$ cat src/rtl/sev_seg_pkg.sv
// Shared definitions for the 7-segment scan controller.
//   AN_OFF   : all-anodes-off pattern (slice to N_DIGITS bits)
//   DP_OFF   : decimal point off level (active-low output)
//   phase_e  : slot phase, BLANK (dead time) or ON
//   clog2    : constant-foldable ceil(log2(v)) for port/counter widths
package sev_seg_pkg;

  localparam logic [7:0] AN_OFF = 8'hFF;
  localparam logic       DP_OFF = 1'b1;

  typedef enum logic {
    PH_BLANK = 1'b0,
    PH_ON    = 1'b1
  } phase_e;

  function automatic int clog2(input int v);
    int r;
    r = 0;
    while ((1 << r) < v) r++;
    return r;
  endfunction

endpackage

$ cat src/rtl/sev_seg_scan_timer.sv
// Slot/digit timebase for the scan controller.
//   clk, reset  : clock, synchronous active-high reset
//   digit_idx   : registered index of the current slot
//   idx_nxt     : slot index that will be held after the next edge
//   phase_nxt   : slot phase that will be held after the next edge
//   slot_wrap   : high in the last cycle of a slot (next edge starts a slot)
//   frame_wrap  : high in the last cycle of the last slot (next edge enters slot 0)
// The *_nxt outputs let the parent register its outputs on the same edge the
// counter moves, so every output lines up with the cnt/digit_idx it belongs to.
module sev_seg_scan_timer
  import sev_seg_pkg::*;
#(
  parameter  int N_DIGITS     = 4,
  parameter  int REFRESH_DIV  = 50000,
  parameter  int BLANK_CYCLES = 500,
  localparam int IDX_W        = clog2(N_DIGITS)
) (
  input  logic             clk,
  input  logic             reset,
  output logic [IDX_W-1:0] digit_idx,
  output logic [IDX_W-1:0] idx_nxt,
  output phase_e           phase_nxt,
  output logic             slot_wrap,
  output logic             frame_wrap
);

  localparam int CNT_W = clog2(REFRESH_DIV);

  logic [CNT_W-1:0] cnt, cnt_nxt;

  assign slot_wrap  = (cnt == CNT_W'(REFRESH_DIV - 1));
  assign frame_wrap = slot_wrap && (digit_idx == IDX_W'(N_DIGITS - 1));

  always_comb begin
    cnt_nxt = slot_wrap ? '0 : cnt + 1'b1;
    idx_nxt = digit_idx;
    if (frame_wrap)     idx_nxt = '0;
    else if (slot_wrap) idx_nxt = digit_idx + 1'b1;
    phase_nxt = (cnt_nxt < CNT_W'(BLANK_CYCLES)) ? PH_BLANK : PH_ON;
  end

  always_ff @(posedge clk) begin
    if (reset) begin
      cnt       <= '0;
      digit_idx <= '0;
    end else begin
      cnt       <= cnt_nxt;
      digit_idx <= idx_nxt;
    end
  end

endmodule

$ cat src/rtl/sev_seg_scan.sv
// Time-multiplexed scan controller for a common-anode multi-digit display.
//   clk, reset  : clock, synchronous active-high reset
//   load        : strobe, captures value_in/dp_in into the pending buffer
//   value_in    : hex value, nibble i -> digit i (digit 0 rightmost)
//   dp_in       : per-digit decimal point request, active-high
//   lz_blank_en : leading-zero blanking enable (level)
//   x_out       : nibble of the current digit, to the segment decoder
//   an          : anode enables, active-low, at most one low
//   dp          : decimal point, active-low
//   digit_idx   : current slot index
//   frame_start : one-cycle pulse on entry to slot 0
// New values sit in a pending buffer and are committed only on the frame
// wrap, so a frame never mixes old and new digits.
module sev_seg_scan
  import sev_seg_pkg::*;
#(
  parameter  int N_DIGITS     = 4,
  parameter  int REFRESH_DIV  = 50000,
  parameter  int BLANK_CYCLES = 500,
  localparam int IDX_W        = clog2(N_DIGITS)
) (
  input  logic                  clk,
  input  logic                  reset,
  input  logic                  load,
  input  logic [4*N_DIGITS-1:0] value_in,
  input  logic [N_DIGITS-1:0]   dp_in,
  input  logic                  lz_blank_en,
  output logic [3:0]            x_out,
  output logic [N_DIGITS-1:0]   an,
  output logic                  dp,
  output logic [IDX_W-1:0]      digit_idx,
  output logic                  frame_start
);

  logic [IDX_W-1:0] idx_nxt;
  phase_e           phase_nxt;
  logic             slot_wrap, frame_wrap;

  sev_seg_scan_timer #(
    .N_DIGITS    (N_DIGITS),
    .REFRESH_DIV (REFRESH_DIV),
    .BLANK_CYCLES(BLANK_CYCLES)
  ) u_timer (
    .clk       (clk),
    .reset     (reset),
    .digit_idx (digit_idx),
    .idx_nxt   (idx_nxt),
    .phase_nxt (phase_nxt),
    .slot_wrap (slot_wrap),
    .frame_wrap(frame_wrap)
  );

  logic [N_DIGITS-1:0][3:0] disp, pend, disp_nxt;
  logic [N_DIGITS-1:0]      disp_dp, pend_dp, dp_nxt_v;
  logic                     pend_vld, commit;
  logic [N_DIGITS-1:0]      blank_v, one_hot;
  logic                     zero_run;

  // Old pending data commits on the wrap edge even if a new load lands on
  // that same edge; the new load simply refills pending for the next frame.
  assign commit   = frame_wrap && pend_vld;
  assign disp_nxt = commit ? pend    : disp;
  assign dp_nxt_v = commit ? pend_dp : disp_dp;

  // Digit i (i >= 1) is blank when it and every digit above it are zero.
  always_comb begin
    blank_v  = '0;
    zero_run = lz_blank_en;
    for (int i = N_DIGITS - 1; i >= 1; i--) begin
      zero_run   = zero_run && (disp_nxt[i] == 4'h0);
      blank_v[i] = zero_run;
    end
  end

  always_comb begin
    one_hot          = '0;
    one_hot[idx_nxt] = 1'b1;
  end

  always_ff @(posedge clk) begin
    if (reset) begin
      disp        <= '0;
      disp_dp     <= '0;
      pend        <= '0;
      pend_dp     <= '0;
      pend_vld    <= 1'b0;
      x_out       <= 4'h0;
      an          <= AN_OFF[N_DIGITS-1:0];
      dp          <= DP_OFF;
      frame_start <= 1'b0;
    end else begin
      if (load) begin
        pend     <= value_in;
        pend_dp  <= dp_in;
        pend_vld <= 1'b1;
      end else if (frame_wrap) begin
        pend_vld <= 1'b0;
      end
      disp        <= disp_nxt;
      disp_dp     <= dp_nxt_v;
      frame_start <= frame_wrap;
      // Nibble is latched at slot entry and held through BLANK and ON.
      if (slot_wrap) x_out <= disp_nxt[idx_nxt];
      if (phase_nxt == PH_BLANK || blank_v[idx_nxt]) begin
        an <= AN_OFF[N_DIGITS-1:0];
        dp <= DP_OFF;
      end else begin
        an <= ~one_hot;
        dp <= ~dp_nxt_v[idx_nxt];
      end
    end
  end

endmodule

$ cat config.mk
export PLATFORM = sky130hd
export DESIGN_NAME = sev_seg_scan
export DESIGN_NICKNAME = d
export VERILOG_FILES = /design/src/rtl/sev_seg_pkg.sv /design/src/rtl/sev_seg_scan_timer.sv /design/src/rtl/sev_seg_scan.sv
export SDC_FILE = /design/constraint.sdc
export NUM_CORES = 1
export LEC_CHECK = 0
export ABC_CLOCK_PERIOD_IN_PS = 3440
export CAP_MARGIN = 15
export CORE_ASPECT_RATIO = 0.5
export CORE_UTILIZATION = 39
export CTS_CLUSTER_SIZE = 24
export DETAILED_ROUTE_END_ITERATION = 10
export SYNTH_ARGS = -nofsm -noshare
export SYNTH_HDL_FRONTEND = slang
export SYNTH_HIERARCHICAL = 1
export SYNTH_SLANG_ARGS = --single-unit
export TNS_END_PERCENT = 5
$ cat constraint.sdc
create_clock -name clk -period 3.44 [get_ports clk]
set_clock_uncertainty 0.1 [all_clocks]
set_input_delay 1.032 -clock clk [delete_from_list [all_inputs] [get_ports clk]]
set_output_delay 1.032 -clock clk [all_outputs]
set_load 0.01 [all_outputs]
After elaboration in Yosys (flattened, before gate mapping) --
Cells that the tools add are included.
Storage, ports and cells: register bits 69, latch bits 0, RAM bits 0, memory bits (read-only) 0, input bits 24, output and inout port bits 12, word-level logic and storage cells 53, memories kept 0
Cells by class: add/sub/neg operators 2, multiply operators 0, div/mod/pow operators 0, $lt $le $gt $ge 3, equality and inequality tests 2, shift operators 0, muxes and demuxes 15, bitwise gates (word level) 2, reduce and logical (&&, ||, !) cells 12
Operators with widths (count):
- 16-bit 2-to-1 mux | 2
- 16-bit by 1-bit adder with 16-bit output, second input constant | 1
- 16-bit == test, second input constant | 1
- 16-bit by 9-bit less-than comparator with 1-bit output, second input constant | 1
- 4-bit logical NOT | 3
- 4-bit binary-select mux with 2-bit select | 1
- 4-bit 2-to-1 mux | 2
- 1-bit logical AND | 6
- 1-bit 2-to-1 mux | 5
- 1-bit binary-select mux with 2-bit select | 2
- 2-bit 2-to-1 mux | 2
- 4-bit inverter | 1
- 2-bit by 3-bit less-than comparator with 1-bit output, second input constant | 1
- 2-bit by 1-bit adder with 2-bit output, second input constant | 1
- 1-bit demux with 2-bit select | 1
- 2-bit == test, second input constant | 1
- 2-bit by 1-bit >= comparator with 1-bit output, second input constant | 1
- 2-bit nonzero test | 1
- 2-bit OR reduction | 1
- 1-bit logical OR | 1
- 1-bit inverter | 1

Longest topological paths before layout --
Gate-level depths: netlist of run 1.
depth in word-level cells 12, gate-level depth with buffers 10, mapped depth without buffers 9

Modules after synthesis --
Netlist of run 1, hierarchy kept.
By module, submodules not included:
- sev_seg_scan | times used 1, cells each 205, area each 2079.5 um^2
- sev_seg_scan_timer | times used 1, cells each 116, area each 1022.2 um^2

Least setup slack after synthesis of run 1 --
Ideal clock, no wire load.
path kind reg-to-reg, from register u_timer.cnt[0], to register dp, data arrival time 2.334 ns, data required time 3.280 ns, slack 0.946 ns, stages on the path, launching flop included 10, buffers on the path 1, clock period less this slack 2.494 ns, path through dfxtp_1 > ha_1 > buf_4 > nand4_4 > nand4b_2 > nor3_1 > a21o_1 > mux4_1 > mux2_4 > nand3_2
On the way: elaborated cells between the ends (all ways) 23
RTL lines:
- from (decl) | RTL line sev_seg_scan_timer.sv:29 | logic [CNT_W-1:0] cnt, cnt_nxt;
- from (signal assigned) | RTL line sev_seg_scan_timer.sv:47 | cnt <= cnt_nxt;
- 16-bit == test * | RTL line sev_seg_scan_timer.sv:31 | assign slot_wrap = (cnt == CNT_W'(REFRESH_DIV - 1));
- 2-bit 2-to-1 mux or 1-bit logical AND (tied branches) | RTL line sev_seg_scan_timer.sv:38, sev_seg_scan_timer.sv:32
- 2-bit 2-to-1 mux * | RTL line sev_seg_scan_timer.sv:37 | if (frame_wrap) idx_nxt = '0;
- net idx_nxt[0] | RTL line sev_seg_scan.sv:35 | logic [IDX_W-1:0] idx_nxt;
- 1-bit binary-select mux with 2-bit select | RTL line sev_seg_scan.sv:104 | if (phase_nxt == PH_BLANK || blank_v[idx_nxt]) begin
- 1-bit 2-to-1 mux (implied by the code) | RTL line sev_seg_scan.sv:104
- 1-bit logical OR | RTL line sev_seg_scan.sv:104
- 2-bit OR reduction (no source line)
- to (signal assigned) | RTL line sev_seg_scan.sv:109 | dp <= ~dp_nxt_v[idx_nxt];
- to (decl) | RTL line sev_seg_scan.sv:30 | output logic dp,
Mark *: on every way through the listed nets, which the timed path passes. The rest lies on a longest branch. The select of a mux whose other input is x is not followed. A chain may end at the register's enable or synchronous reset.

Worst setup path in the final report of run 1 --
from register u_timer.cnt[0], to register x_out[0]
On the way: longest elaborated chain between the ends 6, elaborated cells between the ends (all ways) 8
Ends and longest elaborated chain:
- 16-bit == test * | RTL line sev_seg_scan_timer.sv:31
- 1-bit logical AND * | RTL line sev_seg_scan_timer.sv:32 | assign frame_wrap = slot_wrap && (digit_idx == IDX_W'(N_DIGITS - 1));
- net frame_wrap | RTL line sev_seg_scan.sv:37 | logic slot_wrap, frame_wrap;
- 1-bit logical AND | RTL line sev_seg_scan.sv:61 | assign commit = frame_wrap && pend_vld;
- 16-bit 2-to-1 mux | RTL line sev_seg_scan.sv:62 | assign disp_nxt = commit ? pend : disp;
- 4-bit binary-select mux with 2-bit select * | RTL line sev_seg_scan.sv:103 | if (slot_wrap) x_out <= disp_nxt[idx_nxt];
- 4-bit 2-to-1 mux (implied by the code) * | RTL line sev_seg_scan.sv:103
- to (signal assigned) | RTL line sev_seg_scan.sv:103
- to (decl) | RTL line sev_seg_scan.sv:28 | output logic [3:0] x_out,
Marks and branches as above.

==> flow_summary.yaml, run 1 <==
run:
  max-cap-violations: 0
clock_network:
  cts_buffers: 9
  clkTransAtPathRegs_ns: 0.06
  post-cts-setup-buffers: 0
  postCtsHoldBufs: 0
  clk_latency_ns: 0.33
  clockBufferDepth: 2
  post_cts_resized: 0
  clock-sinks: 69
  htreeDepth: 3
  cts_tree: "built"
  cts_root_buf: "clkbuf_16"
setup_path:
  end_kind: "flip-flop"
  crit_type: "reg -> reg"
  cp_top_family: "simple AND/OR/NAND/NOR gates"
  cp_max_fo: 27
  cp.required_ns: 3.60
  slowest_stage: "mux4_2"
  start_kind: "flip-flop"
  path_buf_inv: 0
  cp_slowest_stage_delay_ns: 0.48
  path_cells: "ha_1, nand4_4, nand4b_2, nor2_1, nand2_4, mux2i_1, mux4_2, a211oi_2"
  arrival_ns: 3.00
synthesis:
  yosys_warnings: 6
  yosysTopAreaCell: "dfxtp_1"
  synth.ff_latch_count: 69
  syn_avg_cell_area_um2: 9.66
  seq_area_frac_synth: 0.445
  synthFlopType: "dfxtp_1"
  synth.area.top_cells: "dfxtp_1, mux2i_1, nor2_1"
  netlist-cell-type-count: 62
  synth_nets: 347
  netlist_area_mm2: 0.00310
  synth_cells: 321
  synth.top_cell.area_share: 0.445
  synth_edf_count: 0
  synth_async_sr_flop_share: 0
grt:
  gr-usage-all-layers: 0.173
  grt_max_degree: 31
  overflow: 0
  antenna_found_initial: 0
  grt_pass1_wl_um: 10900
  grt_pass1_vias: 2243
sta:
  setup-tns-final_ns: 0
  clock.fmax_mhz: 351
  rsz0062_at_grt: "false"
  setup_violations: 0
  hold_viol_final: 0
  worst_slew_pin_slew_ns: 0.592
  drv_slew: 0
  period_minus_slack_ns: 2.85
  hold_slack_ns: 0.348
  maxSlewHeadroom: 0.606
  postLayoutSetupSlackWorst_ns: 0.595
  period_share: 0.827
route:
  wl_um: 6500
  routed_via_density: 5.11
  postRouteAntennaNets: 0
  drt-initial-drc-count: 174
  drtPass1Iterations: 4
  route.detailed.drc: 0
  vias: 2374
  wl_per_cell_um: 14.0
floorplanning:
  rows: 22
  dieArea_mm2: 0.00834
  ioPinCount: 36
  start_util: 0.413
  core_area_mm2: 0.00751
  die_y_um: 65.1
  dieWidth_um: 128
placed_design:
  gp_congestion: 0.877
  place_hpwl_um: 4570
  place_area_mm2: 0.00350
  place_ws_ns: 0.636
  port_buffers: 35
power_and_ir_drop:
  ir_drop_uv: 279
  p_leak_nw: 1.62
  p_per_area_mw_per_mm2: 510
status:
  status: "finished, final reports clean"
min_path:
  min_path_type: "reg -> reg"
finish:
  nets: 378
  insertedDiodeCount: 0
  final_cell_area_mm2: 0.00384
  area_growth_pct: 23.9
  fill_cells: 673
  drive_gt1_frac: 0.120
[where the power goes]
group | switching, mW | internal, mW | leakage [nW]
registers | 0.0176 | 0.817 | 0.561
clock network | 0.336 | 0.707 | 0.163
logic | 0.0365 | 0.0456 | 0.892
total | 0.390 | 1.57 | 1.62
[layout by cell type, fill, tap and decap left out, types with 3 or more instances in the layout]
cell | Yosys | layout
a211oi_1 | 3 | 3
a21oi_1 | 10 | 10
a22oi_1 | 4 | 4
and3_1 | 4 | 4
buf_4 | 6 | 5
bufinv_16 | 0 | 3
clkbuf_16 | 0 | 9
clkdlybuf4s50_1 | 0 | 34
dfxtp_1 | 69 | 69
inv_1 | 6 | 6
mux2i_1 | 33 | 33
nand2_1 | 17 | 17
nand2b_1 | 3 | 3
nand3_1 | 11 | 11
nor2_1 | 58 | 58
nor2b_1 | 5 | 5
nor3_1 | 6 | 6
nor4_1 | 8 | 8
o21ai_0 | 4 | 4
xnor2_1 | 8 | 8
xor2_1 | 4 | 4
[sequential cells by signal (all words and copies together), names as in the netlist]
register / cells
an: 4
disp: 16
disp_dp: 4
dp: 1
frame_start: 1
pend: 16
pend_dp: 4
pend_vld: 1
u_timer/cnt: 16
u_timer/digit_idx: 2
x_out: 4
[cells in the mapped netlist (all sizes together) (3+ instances only)]
| cell type | number |
|---|---|
| nor4 | 8 |
| dfxtp | 69 |
| mux2i | 33 |
| mux4 | 3 |
| a211oi | 4 |
| nand2b | 3 |
| nand2 | 18 |
| a21oi | 10 |
| a41o | 3 |
| clkbuf | 7 |
| o21ai | 4 |
| xor2 | 4 |
| nand4 | 4 |
| xnor2 | 8 |
| nand3 | 13 |
| nor3 | 7 |
| buf | 13 |
| a22oi | 4 |
| inv | 7 |
| nor2 | 58 |
| and3 | 4 |
| nor2b | 5 |
[layout make-up]
class                   count  area, um2  share of cell area
multi-input cells         225       1580               0.410
inverters                   7       26.3             0.00684
well taps                 108        135              0.0352
clock inverters             6        111              0.0290
clock buffers              10        229              0.0596
repair buffers             40        383              0.0996
flip-flops and latches     69       1380               0.359
[metal layers]
layer / vias up / part of all wire / global-route usage / wire length, um
met5: - / 0 / 0 / 0
met4: 0 / 0.014 / 0.0676 / 89
met3: 8 / 0.047 / 0.0661 / 307
met2: 50 / 0.45 / 0.270 / 2950
met1: 1120 / 0.49 / 0.217 / 3160
li1: 1196 / - / - / -
[logic make-up after synthesis]
family                   synth area share
AO/OA/AOI/OAI                      0.0964
adder cells (fa/ha/maj)           0.00807
AND/OR/NAND/NOR                     0.232
XOR/XNOR                           0.0339
buffers and inverters              0.0464
multiplexers                        0.138
flip-flops                          0.445
[worst paths after layout]
kind,depth (start not counted),from,to,slack (ns)
max,8,u_timer/cnt[0],x_out[0],0.59
min,1,u_timer/cnt[0],u_timer/cnt[0],0.35
max reg2reg,8,u_timer/cnt[0],x_out[0],0.59
min reg2reg,1,u_timer/cnt[0],u_timer/cnt[0],0.35
[through the flow]
step | cells | util | power, mW
finish | 465 | 0.511 | 1.96
global route | 465 | 0.511 | 2.03
CTS | 465 | 0.511 | 1.98
detailed placement | 449 | 0.466 | 0.935
global placement | 449 | 0.466 | 0.932
floorplan | 321 | - | 0.895
Note: power is estimated with default switching activity, not from simulation.
==> run 2, diff against run 1 <==
--- a/config.mk
+++ b/config.mk
@@ -5,7 +5,7 @@
 export SDC_FILE = /design/constraint.sdc
 export NUM_CORES = 1
 export LEC_CHECK = 0
-export ABC_CLOCK_PERIOD_IN_PS = 3440
+export ABC_CLOCK_PERIOD_IN_PS = 2300
 export CAP_MARGIN = 15
 export CORE_ASPECT_RATIO = 0.5
 export CORE_UTILIZATION = 39
==> constraint.sdc (replaced) <==
create_clock -name clk -period 2.3 [get_ports clk]
set_clock_uncertainty 0.1 [all_clocks]
set_input_delay 0.69 -clock clk [delete_from_list [all_inputs] [get_ports clk]]
set_output_delay 0.69 -clock clk [all_outputs]
set_load 0.01 [all_outputs]
==> run 2 against run 1 <==
  * Clock power is 22% higher
  * Hold slack better by 0.0090 ns
  * Via count is 9.9% higher
  * Combinational power rose by 78%
  * Non-clock buffer count is 51 higher
  * Wire length grew 11%
  * Sequential power up 50%
  * Utilization rose by 7.4 points
  * Die area did not move
  * Sequential share of layout area down 4.0 points
  * Fmax grew 25%
  * Critical endpoint unchanged
==> flow_summary.yaml, run 2 (same netlist as run 1, synthesis figures left out) <==
floorplanning:
  die_y_um: 65.1
  rows: 22
  core_area_mm2: 0.00751
  ioPinCount: 36
  dieWidth_um: 128
  start_util: 0.413
  dieArea_mm2: 0.00834
setup_path:
  crit_type: "reg -> reg"
  end_kind: "flip-flop"
  r2r_slack_ns: 0.02
  r2r_cells: 9
  start_kind: "flip-flop"
  r2r_end: "x_out[0]"
  timing.rr.start: "u_timer/cnt[0]"
  cp.required_ns: 2.46
  cp_max_fo: 10
  arrival_ns: 2.43
clock_network:
  cts_tree: "built"
  clk_latency_ns: 0.33
  cts_buffers: 9
  clock-sinks: 69
  clkTransAtPathRegs_ns: 0.06
  htreeDepth: 3
  clockBufferDepth: 2
  cts_root_buf: "clkbuf_16"
min_path:
  hold-path-endpoint: "disp_dp[1]"
  min_path_type: "reg -> reg"
  hold_start: "disp_dp[1]"
  min_path_cells: 2
power_and_ir_drop:
  ir_drop_uv: 381
  p_leak_nw: 1.86
  power_mw: 2.66
  p_per_area_mw_per_mm2: 604
route:
  postRouteAntennaNets: 0
  drtPass1Iterations: 4
  drt-initial-drc-count: 139
  wl_per_cell_um: 14.0
  vias: 2608
  route.detailed.drc: 0
  wl_um: 7200
  routed_via_density: 5.06
run:
  max-cap-violations: 0
finish:
  layout_commonest_cell: "dfxtp_1"
  top_regs: "disp x16, pend x16, u_timer/cnt x16"
  insertedDiodeCount: 0
  fill_cells: 631
  layout_common_cells: "dfxtp_1, nor2_1, buf_4"
  fin_cells: 515
  area_growth_pct: 41.9
  final_cell_area_mm2: 0.00440
  drive_gt1_frac: 0.305
  nets: 429
grt:
  antenna_found_initial: 0
  use_met2: 0.324
  met3_usage: 0.0619
  grt_pass1_vias: 2617
  gr-usage-all-layers: 0.195
  grt_busiest_layer: "met2"
  grt_pass1_wl_um: 12200
  met1_usage: 0.235
  overflow: 0
  grt_max_degree: 35
status:
  status: "finished, final reports clean"
sta:
  hold_slack_ns: 0.357
  hold_viol_final: 0
  period_minus_slack_ns: 2.28
  period_share: 0.990
  clock.fmax_mhz: 439
  maxSlewHeadroom: 0.746
  worst_slew_pin_slew_ns: 0.381
  drv_slew: 0
  rsz0062_at_grt: "true"
  setup_violations: 0
placed_design:
  port_buffers: 35
  place_hpwl_um: 4970
  dp_cells: 489
  gp_congestion: 0.863
  place_area_mm2: 0.00382
run 2: changes by cell type in the layout (fill, tap and decap cells not counted), moves of 5 or more:
cell     before  now
dfxtp_2       0    5
dfxtp_1      69   59
buf_4         5   49
dfxtp_4       0    5
buf_6         0    5
run 2: what timing repair did:
item / in CTS / in global routing
cloned: 1 / 0
setup endpoints to repair: 9 / 9
hold buffers: 0 / 0
resized for setup: 34 / 17
buffers inserted: 10 / 2
pin swaps: 11 / 5
run 2: worst max-delay path, stage by stage (launching register included):
cell	delay [ns]
dfxtp_4	0.38
ha_4	0.15
nand4_4	0.08
nand4b_4	0.25
nor2_4	0.16
buf_6	0.14
nand2_8	0.09
mux2i_4	0.21
mux4_2	0.47
a211oi_2	0.18
run 2: worst max-delay path by stage:
| stage | startpoint | endpoint | depth (start not counted) |
|---|---|---|---|
| after floorplan | u_timer/cnt[0] | x_out[0] | 9 |
| after global placement | u_timer/cnt[3] | an[1] | 8 |
| after detailed placement | u_timer/cnt[3] | an[3] | 8 |
| after CTS | u_timer/cnt[0] | an[1] | 10 |
| after global routing | u_timer/cnt[0] | x_out[0] | 9 |
| final | u_timer/cnt[0] | x_out[0] | 9 |
run 2: cell type report:
cell class	instances	area, um2	area share
Clock buffer	11	243	0.0551
Clock inverter	4	33.8	0.00767
Timing Repair Buffer	91	801	0.182
Multi-Input combinational cell	225	1750	0.399
Tap cell	108	135	0.0307
Sequential cell	69	1410	0.320
Inverter	7	28.8	0.00654
run 2: through the flow:
stage	setup WS [ns]	TNS, ns	util
detailed placement	-0.156	-1.08	0.509
global route	-0.0672	-0.368	0.586
floorplan	-0.0595	-0.144	-
global placement	-0.121	-0.794	0.509
CTS	-0.00436	-0.0114	0.573
finish	0.0241	0	0.586
run 2: power by group:
part	internal, mW	leakage, nW	switching (mW)
registers	1.22	0.567	0.0267
logic	0.0808	1.16	0.0650
clock network	0.760	0.132	0.508
total	2.06	1.86	0.599
run 2: per-layer routing:
metal,part of all wire,up-vias,wire length [um]
met5,0,-,0
met4,0.019,0,137
met3,0.029,16,210
met2,0.48,38,3470
met1,0.47,1250,3390
li1,-,1304,-
==> run 3, diff against run 2 <==
--- a/config.mk
+++ b/config.mk
@@ -11,6 +11,7 @@
 export CORE_UTILIZATION = 39
 export CTS_CLUSTER_SIZE = 24
 export DETAILED_ROUTE_END_ITERATION = 10
+export MAX_ROUTING_LAYER = met4
 export SYNTH_ARGS = -nofsm -noshare
 export SYNTH_HDL_FRONTEND = slang
 export SYNTH_HIERARCHICAL = 1
==> run 3 against run 2 <==
  * The flow now finishes with violations (negative setup slack)
  * Flip-flop and latch count did not move
  * Die area unchanged
  * Register-to-register slack worse by 0.06 ns
  * Non-clock buffer count grew 1
  * Setup slack got worse by 0.065 ns
  * First-iteration DRC count down 16%
  * Global-route usage grew 0.79 points
  * Utilization up 1.5 points
  * Sequential power about the same
  * Cell area rose by 2.5%
  * Critical endpoint is now dp
==> flow_summary.yaml, run 3 (same netlist as run 1, synthesis figures left out) <==
setup_path:
  path_cells: "buf_6, and4bb_2, nand4b_4, a21o_1, inv_2, mux4_2, mux2_4, nand3_2"
  arrival_ns: 2.51
  cp.required_ns: 2.47
  cp_slowest_stage_delay_ns: 0.51
  cp_max_fo: 6
  cp_top_family: "multiplexers"
  end_kind: "flip-flop"
  path_buf_inv: 2
  crit_type: "reg -> reg"
  start_kind: "flip-flop"
  slowest_stage: "mux4_2"
grt:
  overflow: 0
  gr-usage-all-layers: 0.203
  grt_pass1_vias: 2624
  grt_max_degree: 40
  grt_pass1_wl_um: 12400
  antenna_found_initial: 0
power_and_ir_drop:
  p_leak_nw: 1.95
  ir_drop_uv: 436
  p_per_area_mw_per_mm2: 665
sta:
  hold_viol_final: 0
  setup_violations: 3
  clock.fmax_mhz: 427
  worst_slew_pin_slew_ns: 0.434
  hold_slack_ns: 0.353
  drv_slew: 0
  maxSlewHeadroom: 0.710
  postLayoutSetupSlackWorst_ns: -0.0408
  period_minus_slack_ns: 2.34
  period_share: 1.02
  setup-tns-final_ns: -0.0652
  rsz0062_at_grt: "true"
status:
  violations: "negative setup slack"
  status: "complete, but fails checks"
route:
  postRouteAntennaNets: 0
  wl_per_cell_um: 14.5
  route.detailed.drc: 0
  wl_um: 7520
  vias: 2615
  drtPass1Iterations: 4
  routed_via_density: 5.05
  drt-initial-drc-count: 117
min_path:
  min_path_type: "reg -> reg"
run:
  max-cap-violations: 0
clock_network:
  htreeDepth: 3
  clkTransAtPathRegs_ns: 0.05
  clock-sinks: 69
  cts_tree: "built"
  cts_buffers: 9
  clk_latency_ns: 0.33
  postCtsHoldBufs: 0
  clockBufferDepth: 2
  cts_root_buf: "clkbuf_16"
floorplanning:
  die_y_um: 65.1
  core_area_mm2: 0.00751
  dieWidth_um: 128
  start_util: 0.413
  rows: 22
  dieArea_mm2: 0.00834
  ioPinCount: 36
finish:
  insertedDiodeCount: 0
  layout_commonest_cell: "dfxtp_1"
  drive_gt1_frac: 0.305
  layout_common_cells: "dfxtp_1, nor2_1, buf_4"
  area_growth_pct: 45.5
  top_regs: "disp x16, pend x16, u_timer/cnt x16"
  nets: 431
  fill_cells: 647
  fin_cells: 518
placed_design:
  gp_congestion: 0.909
  port_buffers: 35
  place_ws_ns: -0.170
  place_hpwl_um: 5020
  dp_cells: 487
run 3: worst register-to-register path: cells and delay by family, from the launching register on:
family / cells / cell delay [ns]
buffers and inverters: 2 / 0.25
and+or+nand+nor: 3 / 0.56
AOI/OAI and AO/OA: 1 / 0.25
muxes: 2 / 0.79
DFF: 1 / 0.32
run 3: layout make-up:
type,instances,area [um2],share of cell area
Clock buffer,11,243,0.0538
Clock inverter,5,108,0.0238
Inverter,7,26.3,0.00582
Multi-Input combinational cell,226,1770,0.392
Sequential cell,69,1400,0.311
Tap cell,108,135,0.0300
Timing Repair Buffer,92,831,0.184
run 3: final timing paths:
| path | from | endpoint | slack (ns) | cells after the start |
|---|---|---|---|---|
| max | u_timer/cnt[4] | dp | -0.04 | 8 |
| min reg2reg | u_timer/cnt[0] | u_timer/cnt[0] | 0.35 | 1 |
| max reg2reg | u_timer/cnt[4] | dp | -0.04 | 8 |
| min | u_timer/cnt[0] | u_timer/cnt[0] | 0.35 | 1 |
run 3: layer usage:
layer	up-vias	wire (um)	track usage
met4	0	109	0.0882
met2	49	3590	0.331
met1	1241	3490	0.238
met5	-	0	-
li1	1313	-	-
met3	12	330	0.0528
run 3: per-stage QoR:
stage               instance area [um2]  power [mW]   util
detailed placement                 3820        1.41  0.509
global placement                   3820        1.41  0.509
finish                             4510        3.00  0.600
floorplan                          3110        1.34      -
global route                       4510        3.11  0.600
CTS                                4370        3.03  0.582
run 3: timing repair:
action	CTS	global route
pin swaps	11	12
setup endpoints to repair	9	9
resized for setup	27	25
setup buffers	9	5
cloned	1	1
run 3: where the power goes:
group	internal [mW]	leakage, nW	switching [mW]
combinational	0.0822	1.21	0.0641
sequential	1.22	0.566	0.0282
clock	1.09	0.170	0.510
